===== src/rtl/axi4_mux_w_if.sv =====
// AXI4 write-channel bundle (AW, W, B) used for both upstream masters and the downstream slave port.
interface axi4_mux_w_if #(
    parameter int ADDR_WIDTH = 32,
    parameter int DATA_WIDTH = 64,
    parameter int ID_WIDTH   = 4
);
    logic                    AWVALID;
    logic                    AWREADY;
    logic [ADDR_WIDTH-1:0]   AWADDR;
    logic [ID_WIDTH-1:0]     AWID;
    logic [7:0]              AWLEN;
    logic [2:0]              AWSIZE;
    logic [1:0]              AWBURST;
    logic                    WVALID;
    logic                    WREADY;
    logic [DATA_WIDTH-1:0]   WDATA;
    logic [DATA_WIDTH/8-1:0] WSTRB;
    logic                    WLAST;
    logic                    BVALID;
    logic                    BREADY;
    logic [1:0]              BRESP;
    logic [ID_WIDTH-1:0]     BID;

    modport master (
        output AWVALID, AWADDR, AWID, AWLEN, AWSIZE, AWBURST,
        input  AWREADY,
        output WVALID, WDATA, WSTRB, WLAST,
        input  WREADY,
        input  BVALID, BRESP, BID,
        output BREADY
    );

    modport slave (
        input  AWVALID, AWADDR, AWID, AWLEN, AWSIZE, AWBURST,
        output AWREADY,
        input  WVALID, WDATA, WSTRB, WLAST,
        output WREADY,
        output BVALID, BRESP, BID,
        input  BREADY
    );
endinterface


===== src/rtl/axi4_mux_w.sv =====
// Two-master AXI4 write-channel mux: latches the granted master at AW acceptance,
// regenerates WLAST from AWLEN and returns B to the owner; one transaction in flight.
module axi4_mux_w #(
    parameter int ADDR_WIDTH = 32,
    parameter int DATA_WIDTH = 64,
    parameter int ID_WIDTH   = 4
) (
    input  logic         clk,
    input  logic         rst,
    input  logic [1:0]   m_WGRNT,
    axi4_mux_w_if.slave  s0,
    axi4_mux_w_if.slave  s1,
    axi4_mux_w_if.master m,
    output logic         busy,
    output logic         err_wlast
);
    typedef enum logic [1:0] {IDLE, ADDR, DATA, RESP} state_t;

    state_t                r_state;
    state_t                w_nextState;
    logic [1:0]            r_sel;
    logic [7:0]            r_cnt;
    logic [ADDR_WIDTH-1:0] r_awAddr;
    logic [ID_WIDTH-1:0]   r_awId;
    logic [7:0]            r_awLen;
    logic [2:0]            r_awSize;
    logic [1:0]            r_awBurst;
    logic                  r_errWlast;

    logic w_grantOk;
    logic w_grantS1;
    logic w_selS1;
    logic w_awHs;
    logic w_wHs;
    logic w_bHs;
    logic w_cntZero;
    logic w_selWValid;
    logic w_selWLast;
    logic w_selBReady;

    assign w_grantOk   = (m_WGRNT == 2'b01) || (m_WGRNT == 2'b10);
    assign w_grantS1   = (m_WGRNT == 2'b10);
    assign w_selS1     = (r_sel == 2'b10);
    assign w_cntZero   = (r_cnt == 8'd0);
    assign w_selWValid = w_selS1 ? s1.WVALID : s0.WVALID;
    assign w_selWLast  = w_selS1 ? s1.WLAST  : s0.WLAST;
    assign w_selBReady = w_selS1 ? s1.BREADY : s0.BREADY;
    assign w_awHs      = (r_state == IDLE) && w_grantOk && (w_grantS1 ? s1.AWVALID : s0.AWVALID);
    assign w_wHs       = (r_state == DATA) && w_selWValid && m.WREADY;
    assign w_bHs       = (r_state == RESP) && m.BVALID && w_selBReady;
    assign busy        = (r_state != IDLE);
    assign err_wlast   = r_errWlast;

    always_ff @(posedge clk) begin
        if (!rst) r_state <= IDLE;
        else      r_state <= w_nextState;
    end

    always_comb begin
        w_nextState = r_state;
        case (r_state)
            IDLE:    if (w_awHs) w_nextState = ADDR;
            ADDR:    if (m.AWREADY) w_nextState = DATA;
            DATA:    if (w_wHs && w_cntZero) w_nextState = RESP;
            RESP:    if (w_bHs) w_nextState = IDLE;
            default: w_nextState = IDLE;
        endcase
    end

    // Ownership and the beat counter only change on handshakes; the counter parks at zero.
    always_ff @(posedge clk) begin
        if (!rst) begin
            r_sel      <= 2'b00;
            r_cnt      <= 8'd0;
            r_awAddr   <= '0;
            r_awId     <= '0;
            r_awLen    <= 8'd0;
            r_awSize   <= 3'd0;
            r_awBurst  <= 2'd0;
            r_errWlast <= 1'b0;
        end else begin
            if (w_awHs) begin
                r_sel     <= m_WGRNT;
                r_cnt     <= w_grantS1 ? s1.AWLEN   : s0.AWLEN;
                r_awAddr  <= w_grantS1 ? s1.AWADDR  : s0.AWADDR;
                r_awId    <= w_grantS1 ? s1.AWID    : s0.AWID;
                r_awLen   <= w_grantS1 ? s1.AWLEN   : s0.AWLEN;
                r_awSize  <= w_grantS1 ? s1.AWSIZE  : s0.AWSIZE;
                r_awBurst <= w_grantS1 ? s1.AWBURST : s0.AWBURST;
            end
            if (w_wHs) begin
                if (!w_cntZero) r_cnt <= r_cnt - 8'd1;
                if (w_selWLast != w_cntZero) r_errWlast <= 1'b1;
            end
            if (w_bHs) r_sel <= 2'b00;
        end
    end

    always_comb begin
        s0.AWREADY = 1'b0;
        s1.AWREADY = 1'b0;
        s0.WREADY  = 1'b0;
        s1.WREADY  = 1'b0;
        s0.BVALID  = 1'b0;
        s1.BVALID  = 1'b0;
        s0.BRESP   = 2'b00;
        s1.BRESP   = 2'b00;
        s0.BID     = '0;
        s1.BID     = '0;
        m.AWVALID  = (r_state == ADDR);
        m.AWADDR   = r_awAddr;
        m.AWID     = r_awId;
        m.AWLEN    = r_awLen;
        m.AWSIZE   = r_awSize;
        m.AWBURST  = r_awBurst;
        m.WVALID   = 1'b0;
        m.WDATA    = w_selS1 ? s1.WDATA : s0.WDATA;
        m.WSTRB    = w_selS1 ? s1.WSTRB : s0.WSTRB;
        m.WLAST    = 1'b0;
        m.BREADY   = 1'b0;
        case (r_state)
            IDLE: begin
                if (w_grantOk) begin
                    s0.AWREADY = m_WGRNT[0];
                    s1.AWREADY = m_WGRNT[1];
                end
            end
            DATA: begin
                m.WVALID = w_selWValid;
                m.WLAST  = w_cntZero;
                if (w_selS1) s1.WREADY = m.WREADY;
                else         s0.WREADY = m.WREADY;
            end
            RESP: begin
                m.BREADY = w_selBReady;
                if (w_selS1) begin
                    s1.BVALID = m.BVALID;
                    s1.BRESP  = m.BRESP;
                    s1.BID    = m.BID;
                end else begin
                    s0.BVALID = m.BVALID;
                    s0.BRESP  = m.BRESP;
                    s0.BID    = m.BID;
                end
            end
            default: ;
        endcase
    end
endmodule

===== src/flat_wrapper.sv =====
// flat-port wrapper written by rule: the top's interface ports become plain ports
module axi4_mux_w_flat 
#(
    parameter int ADDR_WIDTH = 32,
    parameter int DATA_WIDTH = 64,
    parameter int ID_WIDTH   = 4
)
  (clk, rst, m_WGRNT, busy, err_wlast, s0_AWVALID, s0_AWADDR, s0_AWID, s0_AWLEN, s0_AWSIZE, s0_AWBURST, s0_AWREADY, s0_WVALID, s0_WDATA, s0_WSTRB, s0_WLAST, s0_WREADY, s0_BVALID, s0_BRESP, s0_BID, s0_BREADY, s1_AWVALID, s1_AWADDR, s1_AWID, s1_AWLEN, s1_AWSIZE, s1_AWBURST, s1_AWREADY, s1_WVALID, s1_WDATA, s1_WSTRB, s1_WLAST, s1_WREADY, s1_BVALID, s1_BRESP, s1_BID, s1_BREADY, m_AWVALID, m_AWADDR, m_AWID, m_AWLEN, m_AWSIZE, m_AWBURST, m_AWREADY, m_WVALID, m_WDATA, m_WSTRB, m_WLAST, m_WREADY, m_BVALID, m_BRESP, m_BID, m_BREADY);
  axi4_mux_w_if #(.ADDR_WIDTH(ADDR_WIDTH), .DATA_WIDTH(DATA_WIDTH), .ID_WIDTH(ID_WIDTH)) s0_i ();
  axi4_mux_w_if #(.ADDR_WIDTH(ADDR_WIDTH), .DATA_WIDTH(DATA_WIDTH), .ID_WIDTH(ID_WIDTH)) s1_i ();
  axi4_mux_w_if #(.ADDR_WIDTH(ADDR_WIDTH), .DATA_WIDTH(DATA_WIDTH), .ID_WIDTH(ID_WIDTH)) m_i ();
  input  logic clk;
  input  logic rst;
  input  logic [1:0] m_WGRNT;
  output logic busy;
  output logic err_wlast;
  input wire logic [$bits(s0_i.AWVALID)-1:0] s0_AWVALID;
  input wire logic [$bits(s0_i.AWADDR)-1:0] s0_AWADDR;
  input wire logic [$bits(s0_i.AWID)-1:0] s0_AWID;
  input wire logic [$bits(s0_i.AWLEN)-1:0] s0_AWLEN;
  input wire logic [$bits(s0_i.AWSIZE)-1:0] s0_AWSIZE;
  input wire logic [$bits(s0_i.AWBURST)-1:0] s0_AWBURST;
  output wire logic [$bits(s0_i.AWREADY)-1:0] s0_AWREADY;
  input wire logic [$bits(s0_i.WVALID)-1:0] s0_WVALID;
  input wire logic [$bits(s0_i.WDATA)-1:0] s0_WDATA;
  input wire logic [$bits(s0_i.WSTRB)-1:0] s0_WSTRB;
  input wire logic [$bits(s0_i.WLAST)-1:0] s0_WLAST;
  output wire logic [$bits(s0_i.WREADY)-1:0] s0_WREADY;
  output wire logic [$bits(s0_i.BVALID)-1:0] s0_BVALID;
  output wire logic [$bits(s0_i.BRESP)-1:0] s0_BRESP;
  output wire logic [$bits(s0_i.BID)-1:0] s0_BID;
  input wire logic [$bits(s0_i.BREADY)-1:0] s0_BREADY;
  input wire logic [$bits(s1_i.AWVALID)-1:0] s1_AWVALID;
  input wire logic [$bits(s1_i.AWADDR)-1:0] s1_AWADDR;
  input wire logic [$bits(s1_i.AWID)-1:0] s1_AWID;
  input wire logic [$bits(s1_i.AWLEN)-1:0] s1_AWLEN;
  input wire logic [$bits(s1_i.AWSIZE)-1:0] s1_AWSIZE;
  input wire logic [$bits(s1_i.AWBURST)-1:0] s1_AWBURST;
  output wire logic [$bits(s1_i.AWREADY)-1:0] s1_AWREADY;
  input wire logic [$bits(s1_i.WVALID)-1:0] s1_WVALID;
  input wire logic [$bits(s1_i.WDATA)-1:0] s1_WDATA;
  input wire logic [$bits(s1_i.WSTRB)-1:0] s1_WSTRB;
  input wire logic [$bits(s1_i.WLAST)-1:0] s1_WLAST;
  output wire logic [$bits(s1_i.WREADY)-1:0] s1_WREADY;
  output wire logic [$bits(s1_i.BVALID)-1:0] s1_BVALID;
  output wire logic [$bits(s1_i.BRESP)-1:0] s1_BRESP;
  output wire logic [$bits(s1_i.BID)-1:0] s1_BID;
  input wire logic [$bits(s1_i.BREADY)-1:0] s1_BREADY;
  output wire logic [$bits(m_i.AWVALID)-1:0] m_AWVALID;
  output wire logic [$bits(m_i.AWADDR)-1:0] m_AWADDR;
  output wire logic [$bits(m_i.AWID)-1:0] m_AWID;
  output wire logic [$bits(m_i.AWLEN)-1:0] m_AWLEN;
  output wire logic [$bits(m_i.AWSIZE)-1:0] m_AWSIZE;
  output wire logic [$bits(m_i.AWBURST)-1:0] m_AWBURST;
  input wire logic [$bits(m_i.AWREADY)-1:0] m_AWREADY;
  output wire logic [$bits(m_i.WVALID)-1:0] m_WVALID;
  output wire logic [$bits(m_i.WDATA)-1:0] m_WDATA;
  output wire logic [$bits(m_i.WSTRB)-1:0] m_WSTRB;
  output wire logic [$bits(m_i.WLAST)-1:0] m_WLAST;
  input wire logic [$bits(m_i.WREADY)-1:0] m_WREADY;
  input wire logic [$bits(m_i.BVALID)-1:0] m_BVALID;
  input wire logic [$bits(m_i.BRESP)-1:0] m_BRESP;
  input wire logic [$bits(m_i.BID)-1:0] m_BID;
  output wire logic [$bits(m_i.BREADY)-1:0] m_BREADY;
  assign s0_i.AWVALID = s0_AWVALID;
  assign s0_i.AWADDR = s0_AWADDR;
  assign s0_i.AWID = s0_AWID;
  assign s0_i.AWLEN = s0_AWLEN;
  assign s0_i.AWSIZE = s0_AWSIZE;
  assign s0_i.AWBURST = s0_AWBURST;
  assign s0_AWREADY = s0_i.AWREADY;
  assign s0_i.WVALID = s0_WVALID;
  assign s0_i.WDATA = s0_WDATA;
  assign s0_i.WSTRB = s0_WSTRB;
  assign s0_i.WLAST = s0_WLAST;
  assign s0_WREADY = s0_i.WREADY;
  assign s0_BVALID = s0_i.BVALID;
  assign s0_BRESP = s0_i.BRESP;
  assign s0_BID = s0_i.BID;
  assign s0_i.BREADY = s0_BREADY;
  assign s1_i.AWVALID = s1_AWVALID;
  assign s1_i.AWADDR = s1_AWADDR;
  assign s1_i.AWID = s1_AWID;
  assign s1_i.AWLEN = s1_AWLEN;
  assign s1_i.AWSIZE = s1_AWSIZE;
  assign s1_i.AWBURST = s1_AWBURST;
  assign s1_AWREADY = s1_i.AWREADY;
  assign s1_i.WVALID = s1_WVALID;
  assign s1_i.WDATA = s1_WDATA;
  assign s1_i.WSTRB = s1_WSTRB;
  assign s1_i.WLAST = s1_WLAST;
  assign s1_WREADY = s1_i.WREADY;
  assign s1_BVALID = s1_i.BVALID;
  assign s1_BRESP = s1_i.BRESP;
  assign s1_BID = s1_i.BID;
  assign s1_i.BREADY = s1_BREADY;
  assign m_AWVALID = m_i.AWVALID;
  assign m_AWADDR = m_i.AWADDR;
  assign m_AWID = m_i.AWID;
  assign m_AWLEN = m_i.AWLEN;
  assign m_AWSIZE = m_i.AWSIZE;
  assign m_AWBURST = m_i.AWBURST;
  assign m_i.AWREADY = m_AWREADY;
  assign m_WVALID = m_i.WVALID;
  assign m_WDATA = m_i.WDATA;
  assign m_WSTRB = m_i.WSTRB;
  assign m_WLAST = m_i.WLAST;
  assign m_i.WREADY = m_WREADY;
  assign m_i.BVALID = m_BVALID;
  assign m_i.BRESP = m_BRESP;
  assign m_i.BID = m_BID;
  assign m_BREADY = m_i.BREADY;
  axi4_mux_w #(.ADDR_WIDTH(ADDR_WIDTH), .DATA_WIDTH(DATA_WIDTH), .ID_WIDTH(ID_WIDTH)) u_core (.clk(clk), .rst(rst), .m_WGRNT(m_WGRNT), .s0(s0_i), .s1(s1_i), .m(m_i), .busy(busy), .err_wlast(err_wlast));
endmodule

===== config.mk =====
export PLATFORM = sky130hd
export DESIGN_NAME = axi4_mux_w_flat
export DESIGN_NICKNAME = d
export VERILOG_FILES = /design/src/rtl/axi4_mux_w_if.sv /design/src/rtl/axi4_mux_w.sv /design/src/flat_wrapper.sv
export SDC_FILE = /design/constraint.sdc
export NUM_CORES = 1
export LEC_CHECK = 0
export CORE_AREA = 2 2 160 162
export DETAILED_ROUTE_END_ITERATION = 7
export DIE_AREA = 0 0 162 164
export MAX_ROUTING_LAYER = met4
export PLACE_DENSITY_LB_ADDON = 0.1
export SLEW_MARGIN = 20
export SYNTH_ARGS = -nofsm -noshare
export SYNTH_HDL_FRONTEND = slang
export SYNTH_SLANG_ARGS = --single-unit
export TNS_END_PERCENT = 10

===== constraint.sdc =====
create_clock -name clk -period 7.5 [get_ports clk]
set_clock_uncertainty 0.15 [all_clocks]
set_input_delay 2.25 -clock clk [delete_from_list [all_inputs] [get_ports clk]]
set_output_delay 2.25 -clock clk [all_outputs]
set_load 0.005 [all_outputs]

Word-level counts from Yosys, hierarchy flattened. Cells that the tools add are included.

Bits in registers: 62. Input bits: 263. Output and inout port bits: 145. Logic and storage cells: 78.

Add/sub/neg operators: 1. Equality and inequality tests: 11. Multiplexer cells: 42. Bitwise gates (word level): 1. Reductions and logical operators: 14.

Operators with widths (number): $mux 64 (1); $mux 8 (5); $mux 32 (1); $mux 4 (5); $mux 1 (19); $mux 2 (9); $eq 2x2->1 const B (4); $logic_not 8->1 (1); $pmux 2 s4 (1); $sub 8x1->8 const B (1); $logic_and 1x1->1 (7); $ne 2x1->1 const B (3); $eq 2x1->1 const B (2); $reduce_and 4->1 (1); $mux 3 (1); $logic_not 2->1 (1); $ne 2x2->1 const B (1); $reduce_and 2->1 (1); $reduce_bool 2->1 (1); $reduce_or 2->1 (1); $logic_or 1x1->1 (1); $ne 1x1->1 (1); $not 1->1 (1).

Longest topological paths before layout. Gate-level depths: netlist of run 1.

Depth after elaboration: 7. Gate-level depth with buffers: 10. Depth with buffers taken out: 7.

Worst setup path after synthesis of run 1. No wires, ideal clock.

Path kind: in2out. Start: input port m_WGRNT[0]. End: output port s1_AWREADY. Arrival time: 2.590 ns. Data required time: 5.100 ns. Setup slack: 2.510 ns. Stages: 3. Buffers on the path: 0. Path through: inv_1 > ha_1 > and2_1.

Cells in the longest elaborated chain, start to end: 4. Elaborated cells between the ends (all ways): 5. Those cells by class: eq/ne: 2; mux: 2; reduce/logical: 1.

Ends and longest elaborated chain: start: declaration (line flat_wrapper.sv:14) `input logic [1:0] m_WGRNT;`; $eq 2x1->1 / $eq 2x2->1 (equally long branches) (line axi4_mux_w.sv:41) `assign w_grantOk = (m_WGRNT == 2'b01) || (m_WGRNT == 2'b10);`; $logic_or 1x1->1 * (line axi4_mux_w.sv:41); $mux 1 * (line axi4_mux_w.sv:123) `if (w_grantOk) begin`; $mux 1 * (line axi4_mux_w.sv:121) `case (r_state)`; end: declaration (line flat_wrapper.sv:39) `output wire logic [$bits(s1_i.AWREADY)-1:0] s1_AWREADY;`.

Mark *: on every way between the ends. The rest lies on a longest branch, timed or not.

Final worst setup path of run 1.
Start: input port m_WGRNT[1]. End: output port s0_AWREADY.

Cells in the longest elaborated chain, start to end: 4. Elaborated cells between the ends (all ways): 5. Those cells by class: eq/ne: 2; mux: 2; reduce/logical: 1.

Ends and longest elaborated chain: $eq 2x1->1 / $eq 2x2->1 (equally long branches) (line axi4_mux_w.sv:41); $logic_or 1x1->1 * (line axi4_mux_w.sv:41); $mux 1 * (line axi4_mux_w.sv:123); $mux 1 * (line axi4_mux_w.sv:121); end: declaration (line flat_wrapper.sv:23) `output wire logic [$bits(s0_i.AWREADY)-1:0] s0_AWREADY;`.

Marks and branches as above.

==> results.json, run 1 <==
{
  "status": "completed",
  "cts_sinks": 62,
  "synth_nets": 876,
  "multi_input_area_sq_um": 2630,
  "ys_dominant_reg_cell": "dfxtp_1",
  "drv_cap": 0,
  "clockPowerShare": 0.250,
  "cts-root-buf": "clkbuf_16",
  "worstPathCellList": "clkdlybuf4s50_1, inv_1, ha_1, and2_1, clkdlybuf4s50_1",
  "combPwrFrac": 0.483,
  "critPathArrivalTime_ps": 3640,
  "antenna_found_initial": 3,
  "fill_cells": 2722,
  "pwr-share-seq": 0.267,
  "start_util": 0.164,
  "slew_headroom": 0.373,
  "seq_area_frac_synth": 0.305,
  "end_kind": "output pin",
  "power_leakage_nw": 3.49,
  "cts_resized": 0,
  "clock_path_buffers": 2,
  "routabilityCongestion": 0.800,
  "synthCells": 604,
  "hpwlAfterDp_um": 17500,
  "setup.worst_path.start_class": "input port",
  "critPathMaxFanout": 4,
  "cts_tree": "done",
  "critPathTopFamily": "buffers and inverters",
  "cpMostUsedCell": "clkdlybuf4s50_1",
  "cp.required_ps": 5100,
  "rows": 58,
  "cts_hold_buf": 0,
  "ys_warn_count": 0,
  "htree_levels": 3,
  "vdd_ir_drop_max_mv": 0.0871,
  "p_int_mw": 1.10,
  "final_common_cell": "clkdlybuf4s50_1",
  "final_cells": 1321,
  "tightestPinTransition_ps": 941,
  "cts_setup_buffers": 0,
  "hold_viol": 0,
  "synth-edff-count": 0,
  "die_x_um": 162,
  "finalWirelength_um": 22000,
  "grt_pass1_vias": 5278,
  "setup_tns_ps": 0,
  "cpPeakStageDelay_ps": 570,
  "hp-start": "u_core.err_wlast",
  "finalSetupViolations": 0,
  "rsz0062_at_grt": "false",
  "ios": 408,
  "swShare": 0.326,
  "vias": 5408,
  "cts_buffers": 9,
  "cp-startpoint": "m_WGRNT[1]",
  "wl_per_cell_um": 16.6,
  "die-area_sq_um": 26600,
  "async_flop_share": 0,
  "seq_area_sq_um": 1240,
  "layout_worst_path_cycle_share": 0.805,
  "fmax_mhz": 166,
  "ys_ff_latch": 62,
  "cellPowerDensity_nw_per_um2": 188,
  "viasPerCell": 4.09,
  "place_inst": 1302,
  "syn2layout_area_growth_pct": 115,
  "grt_max_degree": 83,
  "hp-class": "flip-flop to flip-flop",
  "fin_nets": 1255,
  "grt_usage": 0.161,
  "drive_above_1_share": 0.0304,
  "netlist_area_sq_um": 4070,
  "clkLatencyLatePin_ps": 320,
  "netSwitchingPower_uw": 534,
  "layout_common_cells": "clkdlybuf4s50_1, nand2_1, nor2_1, dfxtp_1, mux2i_1",
  "clkSlewWorstSetupHoldPaths_ps": 60,
  "coreArea_sq_um": 24800,
  "grt_pass1_wl_um": 31600,
  "grt_overflow_total": 0,
  "drc": 0,
  "dr.pass1.iters": 5,
  "drtIter0Drc": 204,
  "die_y_um": 164,
  "portBuffers": 407,
  "crit-reg2reg-launch": "u_core.r_sel[0]",
  "path_buf_inv": 3,
  "slew_violations": 0,
  "ys_types": 40,
  "antenna_left": 0,
  "critPathKind": "input port to output pin",
  "fin_crit_ps": 6040,
  "syn-mean-instance-area_sq_um": 6.73,
  "cp_slowest_cell": "clkdlybuf4s50_1"
}
through the flow:
step                hold WS, ps  setup WS (ps)  power (mW)  area (sq um)   util
floorplan                   295           2510       0.772          4070      -
global placement            301           1470        1.25          8440  0.340
detailed placement          301           1460        1.25          8440  0.340
CTS                         314           1460        1.67          8720  0.351
global route                364           1360        1.77          8730  0.352
finish                      317           1460        1.64          8730  0.352
power groups by stage:
stage	Clock [mW]	Combinational, mW	Sequential (mW)
6_report	0.409	0.792	0.438
2_1_floorplan	0	0.328	0.444
3_3_place_gp	0	0.809	0.443
4_1_cts	0.426	0.810	0.439
3_5_place_dp	0	0.806	0.444
5_1_grt	0.439	0.881	0.448
Yosys cell counts, types with 4 or more instances:
library cell,number,area share
nand2_1,241,0.22
nor2_1,75,0.069
dfxtp_1,62,0.31
mux2i_1,51,0.13
a211oi_1,42,0.078
clkbuf_1,30,0.028
buf_2,13,0.016
o21ai_0,10,0.012
ha_1,9,0.028
inv_1,9,0.0083
a21oi_1,7,0.0086
nand3_1,6,0.0074
nor2b_1,4,0.0062
nor3_1,4,0.0049
kinds of logic after synthesis:
| logic type | Yosys count | share of synthesized area |
|---|---|---|
| AND/OR/NAND/NOR | 344 | 0.335 |
| AO/OA/AOI/OAI | 76 | 0.132 |
| flip-flops | 62 | 0.305 |
| buffers and inverters | 55 | 0.0566 |
| multiplexers | 55 | 0.137 |
| adder cells (fa/ha/maj) | 9 | 0.0277 |
| XOR/XNOR | 3 | 0.00646 |
area by class of cell:
cell class,count,area share
sequential,62,0.142
multi-input combinational,487,0.301
timing repair buffer,413,0.472
inverter,10,0.00430
clock buffer,11,0.0267
antenna,3,0.000860
clock inverter,5,0.00573
tap,330,0.0473
state kept, by name (all words and copies together), names as in the netlist:
name and count:
u_core.r_cnt 8, u_core.m.AWADDR 32, u_core.m.AWLEN 8, u_core.r_state 2, u_core.r_sel 2, u_core.err_wlast 1, u_core.m.AWBURST 2, u_core.m.AWSIZE 3
u_core.m.AWID 4
worst paths after layout:
kind / slack (ps) / to / cells after the start
setup reg to reg: 4560 / u_core.r_cnt[1] / 5
hold reg to reg: 320 / u_core.err_wlast / 1
setup / recovery: 1460 / s0_AWREADY / 5
hold / removal: 320 / u_core.err_wlast / 1
routing by layer:
layer | GRT usage | up-vias | share of wire
li1 | - | 2751 | -
met1 | 0.178 | 2396 | 0.40
met2 | 0.281 | 247 | 0.50
met3 | 0.0505 | 14 | 0.087
met4 | 0.0434 | 0 | 0.013
met5 | - | - | 0
No activity file was read; power rests on OpenSTA's default activity.
==> inputs of run 2 (changes only) <==
--- a/config.mk
+++ b/config.mk
@@ -5,9 +5,9 @@
 export SDC_FILE = /design/constraint.sdc
 export NUM_CORES = 1
 export LEC_CHECK = 0
-export CORE_AREA = 2 2 160 162
+export CORE_AREA = 2 2 159 161
 export DETAILED_ROUTE_END_ITERATION = 7
-export DIE_AREA = 0 0 162 164
+export DIE_AREA = 0 0 161 163
 export MAX_ROUTING_LAYER = met4
 export PLACE_DENSITY_LB_ADDON = 0.1
 export SLEW_MARGIN = 20
==> constraint.sdc (replaced) <==
create_clock -name clk -period 5.2 [get_ports clk]
set_clock_uncertainty 0.15 [all_clocks]
set_input_delay 1.56 -clock clk [delete_from_list [all_inputs] [get_ports clk]]
set_output_delay 1.56 -clock clk [all_outputs]
set_load 0.005 [all_outputs]
==> run 2 against run 1 <==
Net effect:
- utilization increased by 0.36 points
- setup slack got worse by 930 ps
- critical endpoint unchanged
- sequential power increased by 44%
==> results.json, run 2 (synthesized netlist as in run 1, its figures left out) <==
{
  "status": "completed",
  "antenna_found_initial": 1,
  "hold_viol": 0,
  "coreArea_sq_um": 24700,
  "cts_hold_buf": 0,
  "worstPathCellList": "clkdlybuf4s50_1, inv_1, ha_1, and2_1, clkdlybuf4s50_1",
  "layout_common_cells": "clkdlybuf4s50_1, nand2_1, nor2_1, dfxtp_1, mux2i_1",
  "cts-root-buf": "clkbuf_16",
  "finalWirelength_um": 21200,
  "dr_wl_met3_um": 1730,
  "critPathArrivalTime_ps": 2960,
  "power_mw": 2.36,
  "die-area_sq_um": 26200,
  "critPathMaxFanout": 4,
  "end_kind": "output pin",
  "r2r_cells": 7,
  "drtIter0Drc": 252,
  "pwr-share-seq": 0.268,
  "clkLatencyLatePin_ps": 320,
  "syn2layout_area_growth_pct": 115,
  "wl_per_cell_um": 16.1,
  "rows": 58,
  "antenna_left": 0,
  "final_cells": 1322,
  "tightestPinTransition_ps": 879,
  "routabilityCongestion": 0.866,
  "drive_above_1_share": 0.0333,
  "clockPowerShare": 0.247,
  "fmax_mhz": 214,
  "netSwitchingPower_uw": 757,
  "fin_crit_ps": 4670,
  "utilization": 0.355,
  "placed_area_sq_um": 8480,
  "grt_pass1_wl_um": 30700,
  "hpwlAfterDp_um": 17200,
  "clkSlewWorstSetupHoldPaths_ps": 60,
  "slew_violations": 0,
  "dr.pass1.iters": 4,
  "crit-reg2reg-launch": "u_core.r_cnt[0]",
  "finalSetupViolations": 0,
  "hold_slack_ps": 306,
  "wl_met2_um": 10800,
  "hp-start": "u_core.m.AWLEN[2]",
  "cpPeakStageDelay_ps": 580,
  "rrSetupSlack_ps": 2710,
  "slew_headroom": 0.414,
  "min_to": "u_core.m.AWLEN[2]",
  "hold_depth": 2,
  "cellPowerDensity_nw_per_um2": 269,
  "combPwrFrac": 0.485,
  "r2r_end": "u_core.r_cnt[1]",
  "setup_slack_ps": 530,
  "drc": 0,
  "portBuffers": 407,
  "drv_cap": 0,
  "critPathKind": "input port to output pin",
  "cp.required_ps": 3490,
  "rsz0062_at_grt": "false",
  "start_util": 0.165,
  "met1Wirelength_um": 8280,
  "cts_resized": 0,
  "power_leakage_nw": 3.51,
  "grt_pass1_vias": 5119,
  "swShare": 0.321,
  "setup_tns_ps": 0,
  "cts_setup_buffers": 0,
  "setup.worst_path.start_class": "input port",
  "hp-class": "flip-flop to flip-flop",
  "place_inst": 1305,
  "cp_slowest_cell": "clkdlybuf4s50_1",
  "die_x_um": 161,
  "layout_worst_path_cycle_share": 0.898,
  "vias": 5304,
  "grt_max_degree": 82,
  "p_int_mw": 1.60,
  "largest_register_ffs": 32,
  "grt_overflow_total": 0,
  "ios": 408,
  "clock_path_buffers": 2,
  "cts_tree": "done",
  "cts_sinks": 62,
  "fin_nets": 1258,
  "top_layer": "met4",
  "htree_levels": 3,
  "die_y_um": 163,
  "vdd_ir_drop_max_mv": 0.165,
  "grt_usage": 0.157,
  "final_common_cell": "clkdlybuf4s50_1",
  "viasPerCell": 4.01,
  "fin_area_sq_um": 8760,
  "cts_buffers": 9,
  "preCtsSetupSlack_ps": 523,
  "cpMostUsedCell": "clkdlybuf4s50_1",
  "fill_cells": 2641
}
## run 2: changes by cell type in the layout (fill, tap and decap cells not counted)
cell,previous run,this run
buf_12,0,2
diode_2,3,1
buf_4,6,7
nand2b_2,0,1
nand2b_4,1,0
## run 2: layout make-up
type                    count  area (sq um)  area share
flip-flops and latches     62          1240       0.142
well taps                 330           413      0.0471
diodes                      1          2.50    0.000286
clock inverters             5          50.0     0.00571
inverters                  10          37.5     0.00428
multi-input cells         487          2620       0.299
clock buffers              11           233      0.0266
repair buffers            416          4170       0.475
## run 2: critical path: cells and delay by family
family	cells	cell delay, ps
buf+inv	3	1090
fa+ha+maj	1	170
simple gates	1	140
## run 2: how the worst max path moves through the flow
stage | from | end | cells after the start
global route | m_WGRNT[1] | s0_AWREADY | 5
finish | m_WGRNT[1] | s0_AWREADY | 5
detailed placement | m_WGRNT[1] | s0_AWREADY | 5
floorplan | m_WGRNT[0] | s1_AWREADY | 3
global placement | m_WGRNT[1] | s0_AWREADY | 5
CTS | m_WGRNT[1] | s0_AWREADY | 5
## run 2: metal layers
metal	vias up	track usage
li1	2752	-
met1	2283	0.170
met2	250	0.281
met3	19	0.0441
met4	0	0.0459
met5	-	-
## run 2: power by group through the flow
| stage | combinational, mW | clock (mW) | sequential (mW) |
|---|---|---|---|
| after floorplan | 0.473 | 0 | 0.641 |
| after global placement | 1.17 | 0 | 0.639 |
| after detailed placement | 1.16 | 0 | 0.640 |
| after CTS | 1.16 | 0.605 | 0.632 |
| after global routing | 1.26 | 0.624 | 0.645 |
| final | 1.14 | 0.583 | 0.631 |
